**src/rtl/alu.sv**
```systemverilog
// alu: registered single-cycle arithmetic/logic unit with a 2*WIDTH-bit result.
//   clk    : rising-edge clock
//   reset  : asynchronous active-high reset, clears c
//   a, b   : WIDTH-bit operands (unsigned unless the opcode says otherwise)
//   opcode : 4-bit operation select, all 16 codes defined
//   c      : 2*WIDTH-bit registered result, valid one edge after the inputs
module alu #(
   parameter int WIDTH = 8
) (
   input  logic                 clk,
   input  logic                 reset,
   input  logic [WIDTH-1:0]     a,
   input  logic [WIDTH-1:0]     b,
   input  logic [3:0]           opcode,
   output logic [2*WIDTH-1:0]   c
);
   localparam int S  = $clog2(WIDTH);
   localparam int W2 = 2 * WIDTH;
   logic [S-1:0]     w_sh;
   logic [W2-1:0]    w_a;
   logic [W2-1:0]    w_b;
   logic [WIDTH-1:0] w_asr;
   logic [W2-1:0]    w_rot;
   logic [W2-1:0]    w_div;
   logic [W2-1:0]    w_res;
   logic [W2-1:0]    r_c;
   assign w_sh  = b[S-1:0];
   assign w_a   = {{WIDTH{1'b0}}, a};
   assign w_b   = {{WIDTH{1'b0}}, b};
   assign w_asr = WIDTH'($signed(a) >>> w_sh);
   // the upper half of {a,a} shifted left is a rotated left within WIDTH bits
   assign w_rot = {a, a} << w_sh;
   // remainder in the upper half, quotient in the lower; divide by zero saturates
   assign w_div = (b == '0) ? '1 : {a % b, a / b};
   always_comb begin
      w_res = '0;
      case (opcode)
         4'd0:  w_res = w_a + w_b;
         4'd1:  w_res = w_a - w_b;
         4'd2:  w_res = w_a * w_b;
         4'd3:  w_res = w_div;
         4'd4:  w_res = w_a & w_b;
         4'd5:  w_res = w_a | w_b;
         4'd6:  w_res = w_a ^ w_b;
         4'd7:  w_res = {{WIDTH{1'b0}}, ~a};
         4'd8:  w_res = w_a << w_sh;
         4'd9:  w_res = w_a >> w_sh;
         4'd10: w_res = {{WIDTH{1'b0}}, w_asr};
         4'd11: w_res = {{WIDTH{1'b0}}, w_rot[W2-1:WIDTH]};
         4'd12: w_res = w_a + 1'b1;
         4'd13: w_res = w_a - 1'b1;
         4'd14: w_res = {{(W2-3){1'b0}}, a > b, a < b, a == b};
         4'd15: w_res = w_b;
      endcase
   end
   always_ff @(posedge clk or posedge reset) begin
      if (reset) r_c <= '0;
      else       r_c <= w_res;
   end
   assign c = r_c;
endmodule

```
**config.mk**
```make
export PLATFORM = sky130hd
export DESIGN_NAME = alu
export DESIGN_NICKNAME = d
export VERILOG_FILES = /design/src/rtl/alu.sv
export SDC_FILE = /design/constraint.sdc
export NUM_CORES = 1
export LEC_CHECK = 0
export BUFFER_PORTS_ARGS = -buffer_cell sky130_fd_sc_hd__buf_2
export CORE_AREA = 2 2 124 126
export DETAILED_ROUTE_END_ITERATION = 8
export DIE_AREA = 0 0 126 128
export HOLD_SLACK_MARGIN = 0.1
export PLACE_DENSITY = 0.76
export SETUP_SLACK_MARGIN = 0.3
export SKIP_CTS_REPAIR_TIMING = 1
export SLEW_MARGIN = 10
export SYNTH_ARGS = -nofsm -noshare
export SYNTH_HDL_FRONTEND = slang
export SYNTH_SLANG_ARGS = --single-unit
```
**constraint.sdc**
```tcl
create_clock -name clk -period 0.8 [get_ports clk]
set_clock_uncertainty 0.15 [all_clocks]
set_input_delay 0.12 -clock clk [delete_from_list [all_inputs] [get_ports clk]]
set_output_delay 0.12 -clock clk [all_outputs]
set_load 0.005 [all_outputs]
```
==> reports/qor.txt <==
GP Congestion: 1.05
Layout area overhead: 49.9%
final hold viol count: 16
post-DP HPWL: 23900 um
Vias: 9251
Residual DRC: 0
Synth cell types: 88
Reg clk slew, reported paths: 0.05 ns
crit path time final: 9.62 ns
antenna cells: 0
Initial Util: 49.2%
Yosys reg bits: 16
max_slew headroom: 69.1%
initial antenna violation count: 2
drt total wl: 31500 um
die area: 16100 sq um
Routed WL per cell: 21.1 um
Seq pwr share: 6.1%
row cnt: 45
Place WS: -9.12 ns
CP Capture Type: register
FFs w/ async S/R, synth: 100%
number of synthesized flops with an enable pin: 0
clock network fraction of total power: 6.8%
Synth Net Count: 1162
Leak: 5.28 nW
Final nets: 1479
register area share after synthesis: 5.47%
worst-margin pin slew: 0.464 ns
RSZ-0062 raised after global routing: true
clock buffer depth: 2
Gate power share: 87.1%
Max rail drop VDD: 1.76 mV
internal power: 8.65 mW
placed cell area: 10100 sq um
Sink Count: 16
drt first pass iters: 6
hold crit path type: in2async
max reg flops: 16
Final Core Density: 73.8%
switching part of the total: 46.6%
first-pass GRT wire length: 46800 um
yosys warns: 0
Post-Syn Instances: 990
top_reg_cell synth: dfrtp_1
Die W: 126 um
Buffers on Ports: 37
Power Dens Cells: 1480 nW/um^2
Critical-path top delay cell: or4_4
CP Class: in2reg
grt total ovfl: 0
final setup vio count: 32
vias in the first global route: 8704
H-tree depth: 1
fraction of layout cells with a size suffix above 1: 38.7%
CP max stage delay: 0.55 ns
failing checks: negative hold slack, negative setup slack
Worst setup SP type: input pin
status: finished, violations left
post-detailed-route count of antenna-violating nets: 0
syn_area_per_cell: 7.39 sq um
IO Count: 38
final hold slack: -0.300 ns
DR iter-0 viols: 1051
commonest non-fill, non-tap cell in the layout: buf_4
NetSw: 7.54 mW
Maximum Capacitance Violations: 0
Clock Root Buffer: clkbuf_16
CTS buffer count: 3
Worst Path Max Fanout: 5
post-route insts no fill: 1494
Tot Pwr: 16.2 mW
Core Box Area: 14900 sq um
dpl cells: 1465
die extent in y: 128 um
synthesized area: 7310 sq um
f_max: 104 MHz
largest net degree at the start of global routing: 36
routed vias/inst: 6.19
period utilisation layout: 1200%
Worst Path Required: 0.77 ns
post-layout instance area: 11000 sq um
Max Slew Vio Count: 0
fin worst setup slack: -8.82 ns
Tot GR Track Use: 36.7%
Fillers: 1124
Critical Path AT: 9.59 ns
commonest cells after routing, fill and taps aside: buf_4 (300), nor2_1 (98), ha_1 (93)
TritonCTS clock tree: done
## critical path, delay by kind of cell
kind / cells / cell delay, ns
buffers and inverters: 6 / 0.65
AND/OR/NAND/NOR: 14 / 2.96
adder cells (fa/ha/maj): 7 / 2.15
AO/OA/AOI/OAI: 20 / 3.70
## layout make-up
type	instances	area (sq um)	area share, %
clock buffer	4	88.8	0.810
sequential	16	400	3.65
timing repair buffer	360	2780	25.3
tap	188	235	2.15
multi-input combinational	831	7100	64.7
inverter	95	369	3.37
## power by group through the flow
stage	Clock, mW	Sequential, mW	Combinational [mW]
floorplan	0	1.02	6.95
global placement	0	0.996	12.1
detailed placement	0	0.998	12.4
CTS	1.09	0.984	12.5
global route	1.12	0.992	15.2
finish	1.10	0.985	14.1
## kinds of logic (layout without fill, tap and decap cells)
kind of cell             Yosys count  count (layout)  synth area share, %
adder cells (fa/ha/maj)          151             151                 29.8
AO/OA/AOI/OAI                    291             292                 27.4
flip-flops                        16              16                 5.47
buffers and inverters            144             459                 7.63
XOR/XNOR                          39              39                 4.67
AND/OR/NAND/NOR                  319             319                 20.8
multiplexers                      30              30                 4.21
## through the flow
stage	TNS [ns]	hold slack [ns]
detailed placement	-115.34	-0.0274
floorplan	-107.02	-0.203
global route	-117.15	-0.270
CTS	-114.52	-0.290
finish	-112.28	-0.300
global placement	-111.19	-0.0380
## layer usage
metal / GRT usage (%) / share of wire (%)
met5: 0 / 0.022
met4: 14.9 / 5.3
met3: 7.05 / 12
met2: 59.6 / 44
met1: 48.1 / 39
## synthesized netlist by cell type, types with 7 or more instances
library cell / number / area (sq um)
dfrtp_1: 16 / 400
o21ai_0: 58 / 290
nor4_1: 7 / 43.8
mux2i_1: 24 / 240
a31oi_1: 19 / 119
nor2b_1: 18 / 113
a211oi_1: 9 / 67.6
clkbuf_1: 36 / 135
xor2_1: 10 / 87.6
nand3_1: 19 / 95.1
ha_1: 111 / 1390
o211ai_1: 8 / 60.1
o31ai_1: 7 / 52.6
nor2_1: 109 / 409
o31a_1: 7 / 61.3
o21bai_1: 7 / 52.6
buf_1: 9 / 33.8
or2_2: 7 / 43.8
o21a_1: 12 / 90.1
xnor2_1: 29 / 254
a21oi_1: 65 / 325
nand2_1: 83 / 312
nor3_1: 28 / 140
fa_1: 39 / 781
a21o_1: 17 / 128
and2_1: 7 / 43.8
inv_1: 90 / 338
## path summary, 6_finish.rpt
check / depth (start not counted) / to / from
max: 47 / c[14] / b[6]
min: 2 / c[9] / reset
max in group asynchronous: 2 / c[8] / reset
min in group clk: 4 / c[0] / a[0]
(Power assumes the default switching activity.)
